### src/rtl/clock_divider_bank.sv
// Bank of independent programmable clock dividers with shadowed divisor
// reload at period boundaries and a shared phase-align strobe.
module clock_divider_bank #(
    parameter int unsigned NUM_CH      = 4,
    parameter int unsigned CNT_W       = 16,
    parameter int unsigned DEFAULT_DIV = 2
) (
    input  logic                    inClk,
    input  logic                    inReset,
    input  logic [NUM_CH-1:0]       inEnable,
    input  logic [NUM_CH*CNT_W-1:0] inDivisor,
    input  logic [NUM_CH-1:0]       inLoad,
    input  logic                    inSync,
    output logic [NUM_CH-1:0]       outClk,
    output logic [NUM_CH-1:0]       outTick,
    output logic [NUM_CH-1:0]       outPending
);

    for (genvar k = 0; k < NUM_CH; k++) begin : gCh
        logic [CNT_W-1:0] divQ, divD, shadowQ, shadowD, cntQ, cntD, slice;
        logic [CNT_W:0]   halfUp;
        logic             pendQ, pendD, runQ, runD;
        logic             clkQ, tickQ;
        logic             pendIn, wrap, synced, apply;

        assign slice = inDivisor[k*CNT_W +: CNT_W];

        always_comb begin
            shadowD = inLoad[k] ? slice : shadowQ;
            pendIn  = inLoad[k] | pendQ;
            wrap    = runQ && (cntQ == divQ - CNT_W'(1));
            synced  = inSync && inEnable[k];
            // A divisor may only swap in where no partial period can result.
            apply   = pendIn && (wrap || !runQ || !inEnable[k] || synced);
            divD    = apply ? shadowD : divQ;
            pendD   = pendIn && !apply;
            runD    = inEnable[k] && (divD != '0);
            if (!runD || !runQ || synced || wrap) begin
                cntD = '0;
            end else begin
                cntD = cntQ + CNT_W'(1);
            end
            halfUp = ({1'b0, divD} + (CNT_W+1)'(1)) >> 1;
        end

        // Outputs are registered from the next-state count so they line up
        // with the counter value held during the same cycle.
        always_ff @(posedge inClk or posedge inReset) begin
            if (inReset) begin
                divQ    <= CNT_W'(DEFAULT_DIV);
                shadowQ <= CNT_W'(DEFAULT_DIV);
                cntQ    <= '0;
                pendQ   <= 1'b0;
                runQ    <= 1'b0;
                clkQ    <= 1'b0;
                tickQ   <= 1'b0;
            end else begin
                divQ    <= divD;
                shadowQ <= shadowD;
                cntQ    <= cntD;
                pendQ   <= pendD;
                runQ    <= runD;
                clkQ    <= runD && ({1'b0, cntD} < halfUp);
                tickQ   <= runD && !synced && (cntD == divD - CNT_W'(1));
            end
        end

        assign outClk[k]     = clkQ;
        assign outTick[k]    = tickQ;
        assign outPending[k] = pendQ;
    end

endmodule

### config.mk
export PLATFORM = sky130hd
export DESIGN_NAME = clock_divider_bank
export DESIGN_NICKNAME = d
export VERILOG_FILES = /design/src/rtl/clock_divider_bank.sv
export SDC_FILE = /design/constraint.sdc
export NUM_CORES = 1
export LEC_CHECK = 0
export CAP_MARGIN = 40
export CORE_ASPECT_RATIO = 0.7
export CORE_MARGIN = 5
export CORE_UTILIZATION = 35
export CTS_CLUSTER_SIZE = 8
export DETAILED_ROUTE_END_ITERATION = 10
export GPL_ROUTABILITY_DRIVEN = 0
export PLACE_DENSITY = 0.5
export RECOVER_POWER = 100
export SYNTH_ARGS = -nofsm -noshare
export SYNTH_HDL_FRONTEND = slang
export SYNTH_SLANG_ARGS = --single-unit
### constraint.sdc
create_clock -name inClk -period 19 [get_ports inClk]
set_clock_uncertainty 0.15 [all_clocks]
set_input_delay 4.75 -clock inClk [delete_from_list [all_inputs] [get_ports inClk]]
set_output_delay 4.75 -clock inClk [all_outputs]
set_load 0.01 [all_outputs]
# After elaboration in Yosys (flattened, before gate mapping)
# Index checks and enable logic that the tools add are counted.
# word_totals
inputBits	75
out_inout_bits	12
regBits	208
elab_cells	152
# classes
addsub	16
muxes	12
order_cmp	4
reduce_logical	80
n_bitwise	4
eq_ne	8
# op_table
cell	n
$mux W16	12
$eq A16 B16 Y1	8
$sub A16 B1 Y16 const B	8
$add A16 B1 Y17 const B	4
$add A16 B1 Y16 const B	4
$lt A16 B16 Y1	4
$reduce_bool A16 Y1	4
$logic_and A1 B1 Y1	32
$logic_or A1 B1 Y1	24
$logic_not A1 Y1	20
$or A1 B1 Y1	4

# Longest topological paths before layout
# logic_depth
depth_word	17
mapped_depth	32
depth_no_buf	27

# Worst setup path after synthesis
# Ideal clock, no wire load.
# synth_timing
kind	input -> register
start	input port inLoad[3]
end	register gCh[3].clkQ
required_time_ps	18783
setup_time_ps	67
cell_stages	28
arrival_time_ps	9676
n_path_buf	7
path_slack_ps	9107
cell_sequence	buf_1 -> clkbuf_1 -> nor2_1 -> o31a_1 -> buf_2 -> buf_1 -> clkbuf_1 -> nor2_1 -> a21o_1 -> ha_1 -> nand2_1 -> nor4_1 -> nand2_1 -> nor3_1 -> or2_2 -> clkbuf_1 -> buf_2 -> nor2b_1 -> ha_1 -> a21o_1 -> a21oi_1 -> nor2b_1 -> o21ai_0 -> nand2b_1 -> a21oi_1 -> nor2b_1 -> o21ai_0 -> o2111a_1
# synth_between
elab_chain_cells	12
word_cells_on_any_way	14
classes_between	add/sub: 1; order compare: 1; mux: 3; bitwise: 1; reduce/logical: 8
# synth_lines
item	line	rtl
from (decl)	12	input logic [NUM_CH-1:0] inLoad,
$or A1 B1 Y1	30	pendIn = inLoad[k] | pendQ;
$logic_and A1 B1 Y1	34	apply = pendIn && (wrap || !runQ || !inEnable[k] || synced);
$mux W16 *	35	divD = apply ? shadowD : divQ;
$reduce_bool A16 Y1 *	37	runD = inEnable[k] && (divD != '0);
$logic_and A1 B1 Y1 *	37	
$logic_not A1 Y1 *	38	if (!runD || !runQ || synced || wrap) begin
$logic_or A1 B1 Y1 * (3 in series)	38	
$mux W16 *	38	
named net gCh[3].cntD[9]	20	logic [CNT_W-1:0] divQ, divD, shadowQ, shadowD, cntQ, cntD, slice;
$lt A16 B16 Y1 *	63	clkQ <= runD && ({1'b0, cntD} < halfUp);
$logic_and A1 B1 Y1 *	63	
to (signal assigned)	63	
to (decl)	23	logic clkQ, tickQ;
# Mark *: on every way through the listed nets, which the timed path passes. The rest lies on a longest branch.

# Final worst setup path
# layout_timing
start	input port inLoad[1]
end	register gCh[1].clkQ
# layout_between
elab_chain_cells	12
word_cells_on_any_way	14
classes_between	add/sub: 1; order compare: 1; mux: 3; bitwise: 1; reduce/logical: 8
# layout_lines
item	line
$or A1 B1 Y1	30
$logic_and A1 B1 Y1	34
$mux W16 *	35
$reduce_bool A16 Y1 *	37
$logic_and A1 B1 Y1 *	37
$logic_not A1 Y1 *	38
$logic_or A1 B1 Y1 * (3 in series)	38
$mux W16 *	38
named net gCh[1].cntD[9]	20
$lt A16 B16 Y1 *	63
$logic_and A1 B1 Y1 *	63
to (signal assigned)	63
to (decl)	23
# Marks and branches as above.

==> results_dict.tcl <==
set metrics [dict create \
    clk_path_buf_depth 3 \
    cts_resized 0 \
    worstPathArrival_ns 12.84 \
    fp.dieW_um 269.4 \
    slowest_delay_ns 1.64 \
    worst-path-buf-inv 4 \
    ys.flop_type "dfrtp_1" \
    synth-seq-cells 208 \
    worstPathRequired_ns 19.36 \
    dp_hpwl_mm 39.16 \
    dr.pass1.iters 5 \
    setup_violations 0 \
    irDropWorstVdd_v 0.00005858 \
    hold_start "gCh[2].shadowQ[9]" \
    crit_type "in -> reg" \
    syn_nets 2034 \
    status "finished with violations" \
    yosysUniqueCellTypes 81 \
    leakage_nw 7.502 \
    cpLargestDelayFamily "buffers and inverters" \
    final-max-slew-violation-count 405 \
    setup-tns-final_ns 0 \
    start_util_pct 35.45 \
    rows 66 \
    synth_area_um2 16480 \
    min_period_ns 12.48 \
    synthCells 1883 \
    fillers 4676 \
    drt-wirelength-per-cell_um 19.90 \
    wl_mm 50.85 \
    grt_usage_pct 19.48 \
    grt_pass1_wl_mm 80.84 \
    cts_buffers 29 \
    ant_nets 0 \
    drive_above_1_share_pct 3.757 \
    io_buffers 86 \
    grt_max_degree 92 \
    postCtsSetupBuffers 0 \
    ys_seq_area_share_pct 31.64 \
    ctsHoldBuffers 0 \
    fin_nets 2074 \
    coreArea_um2 46490 \
    synth_edf_count 0 \
    grt-ovfl-total 0 \
    r2r_start "gCh[1].divQ[0]" \
    violations "capacitance limit, slew limit" \
    clkSlewWorstSetupHoldPaths_ns 0.06 \
    finalHoldViolCount 0 \
    fin_ws_ns 6.519 \
    max_slew.worst_pin.slew_ns 4.234 \
    avgSynthCellArea_um2 8.752 \
    clock.fmax_ghz 0.08012 \
    diodes 0 \
    drcViolationCount 0 \
    start_kind "input port" \
    max_slew_margin_pct -183.8 \
    tritoncts "done" \
    io_pins 87 \
    crit_path_frequent_cell "o21ai_0" \
    synthToLayoutAreaGrowth_pct 12.34 \
    grt_pass1_vias 13600 \
    vias_per_cell 5.450 \
    endpoint_kind "register" \
    hold_slack_ns 0.3536 \
    clk_latency_ns 0.58 \
    dp_slack_ns 8.747 \
    htree_levels 1 \
    cts-root-buf "clkbuf_16" \
    startpoint "inLoad[1]" \
    cts.sinks 208 \
    rsz0062_at_grt "false" \
    antenna_found_initial 0 \
    drtIter0Drc 1320 \
    p_per_area_nw_per_um2 78.26 \
    min_path_type "reg -> reg" \
    cp_slowest_cell "clkbuf_1" \
    die_h_um 191.6 \
    yosysWarnings 0 \
    async_flop_share_pct 100.0 \
    vias 13930 \
    die-area_um2 51600 \
    timing.final.crit_share_pct 65.69 \
    crit_path_max_fanout 48 \
    drv_cap 8 \
]
synth_stat cells, drive strengths merged, types with 11 or more instances:
master / instances / share of area [%]
nor2b: 24 / 0.91
buf: 45 / 1.6
a21o: 16 / 0.73
o21ai: 70 / 2.2
mux2: 76 / 5.2
nor3: 85 / 2.6
mux2i: 85 / 5.2
or2: 11 / 0.42
xnor2: 184 / 9.8
or3: 22 / 0.84
nor4: 30 / 1.3
nand4: 39 / 1.5
nand2: 133 / 3.0
dfrtp: 200 / 30
nand2b: 17 / 0.65
clkbuf: 50 / 1.1
nor2: 187 / 4.3
xor2: 109 / 5.8
nand3: 70 / 2.1
a21oi: 69 / 2.1
and3: 29 / 1.1
inv: 81 / 1.8
ha: 76 / 5.8
or4: 13 / 0.64
nand3b: 15 / 0.68
registers in the layout (all words and copies together) (netlist names):
register / flops
gCh.cntQ: 64
gCh.divQ: 64
gCh.shadowQ: 64
gCh.clkQ: 4
gCh.pendQ: 4
gCh.runQ: 4
gCh.tickQ: 4
cell families (layout without fill, tap and decap cells):
logic type | after synthesis | after routing | share of synthesized area, %
compound gates | 246 | 246 | 9.573
xor+xnor | 293 | 293 | 15.57
fa+ha+maj | 77 | 77 | 5.831
buf+inv | 176 | 236 | 4.616
flops | 208 | 208 | 31.64
mux | 161 | 161 | 10.40
simple gates | 722 | 722 | 22.37
layout make-up:
cell class                 count  area, um2  share of cell area, %
tap                          612      765.7                  4.136
timing repair buffer         104      939.7                  5.075
clock buffer                  50      804.5                  4.345
multi-input combinational   1499      10480                  56.58
clock inverter                 1      8.758                0.04731
sequential                   208       5215                  28.17
inverter                      81      305.3                  1.649
through the flow:
stage                     util, %  power, mW  instance area [um2]  std cells
after detailed placement    38.32     0.9596                17820       2503
after global placement      38.28     0.9594                17800       2502
after CTS                   40.07      1.468                18630       2554
after global routing        39.82      1.533                18510       2555
final                       39.82      1.449                18510       2555
after floorplan                 -     0.8308                16480       1883
worst paths after layout:
check                      slack, ns            endpoint  depth (start not counted)
setup / recovery                6.52         gCh[1].clkQ                         26
hold / removal                  0.35   gCh[2].shadowQ[9]                          1
min in group asynchronous       5.77  gCh[2].shadowQ[12]                          2
max in group asynchronous       8.37  gCh[3].shadowQ[10]                          4
setup reg to reg               10.28         gCh[1].clkQ                         28
hold reg to reg                 0.35   gCh[2].shadowQ[9]                          1
layer usage:
metal,up-vias,wire (um),track usage [%]
li1,6699,-,-
met3,44,3635,4.065
met5,-,0,0
met4,0,749,2.969
met2,447,19650,26.98
met1,6736,26810,31.20
power by group:
group / internal, mW / leakage, nW / total (mW) / switching [mW]
registers: 0.484 / 2.58 / 0.544 / 0.0606
clock network: 0.282 / 0.387 / 0.495 / 0.212
logic: 0.164 / 4.53 / 0.410 / 0.246
total: 0.930 / 7.50 / 1.45 / 0.519
worst reg2reg max path, delay by kind of cell (launching register included):
family,cells,cell delay [ns]
buffers and inverters,3,2.56
and+or+nand+nor,10,1.95
adders and majority gates,3,0.94
AOI/OAI and AO/OA,12,2.56
DFF,1,0.52
cell usage in the layout, fill, tap and decap left out, drive strengths merged, types with 7 or more instances in the layout:
cell,count
dlygate4sd3,17
dfstp,8
mux2,76
clkdlybuf4s50,69
mux2i,85
clkbuf,65
o211ai,7
and3,29
ha,76
o22ai,9
nand2,133
and2,10
xor2,109
inv,81
nor4,30
o21a,7
nand2b,17
nor3b,8
or4,13
a211oi,8
or3,22
a21o,16
a21oi,69
nand4,39
and4,8
dfrtp,200
nor2b,24
o21ai,70
a2111oi,7
o31ai,10
nor3,85
nand3,70
xnor2,184
or2,11
nand3b,15
nor2,187
Power figures use the tool's default switching activity.
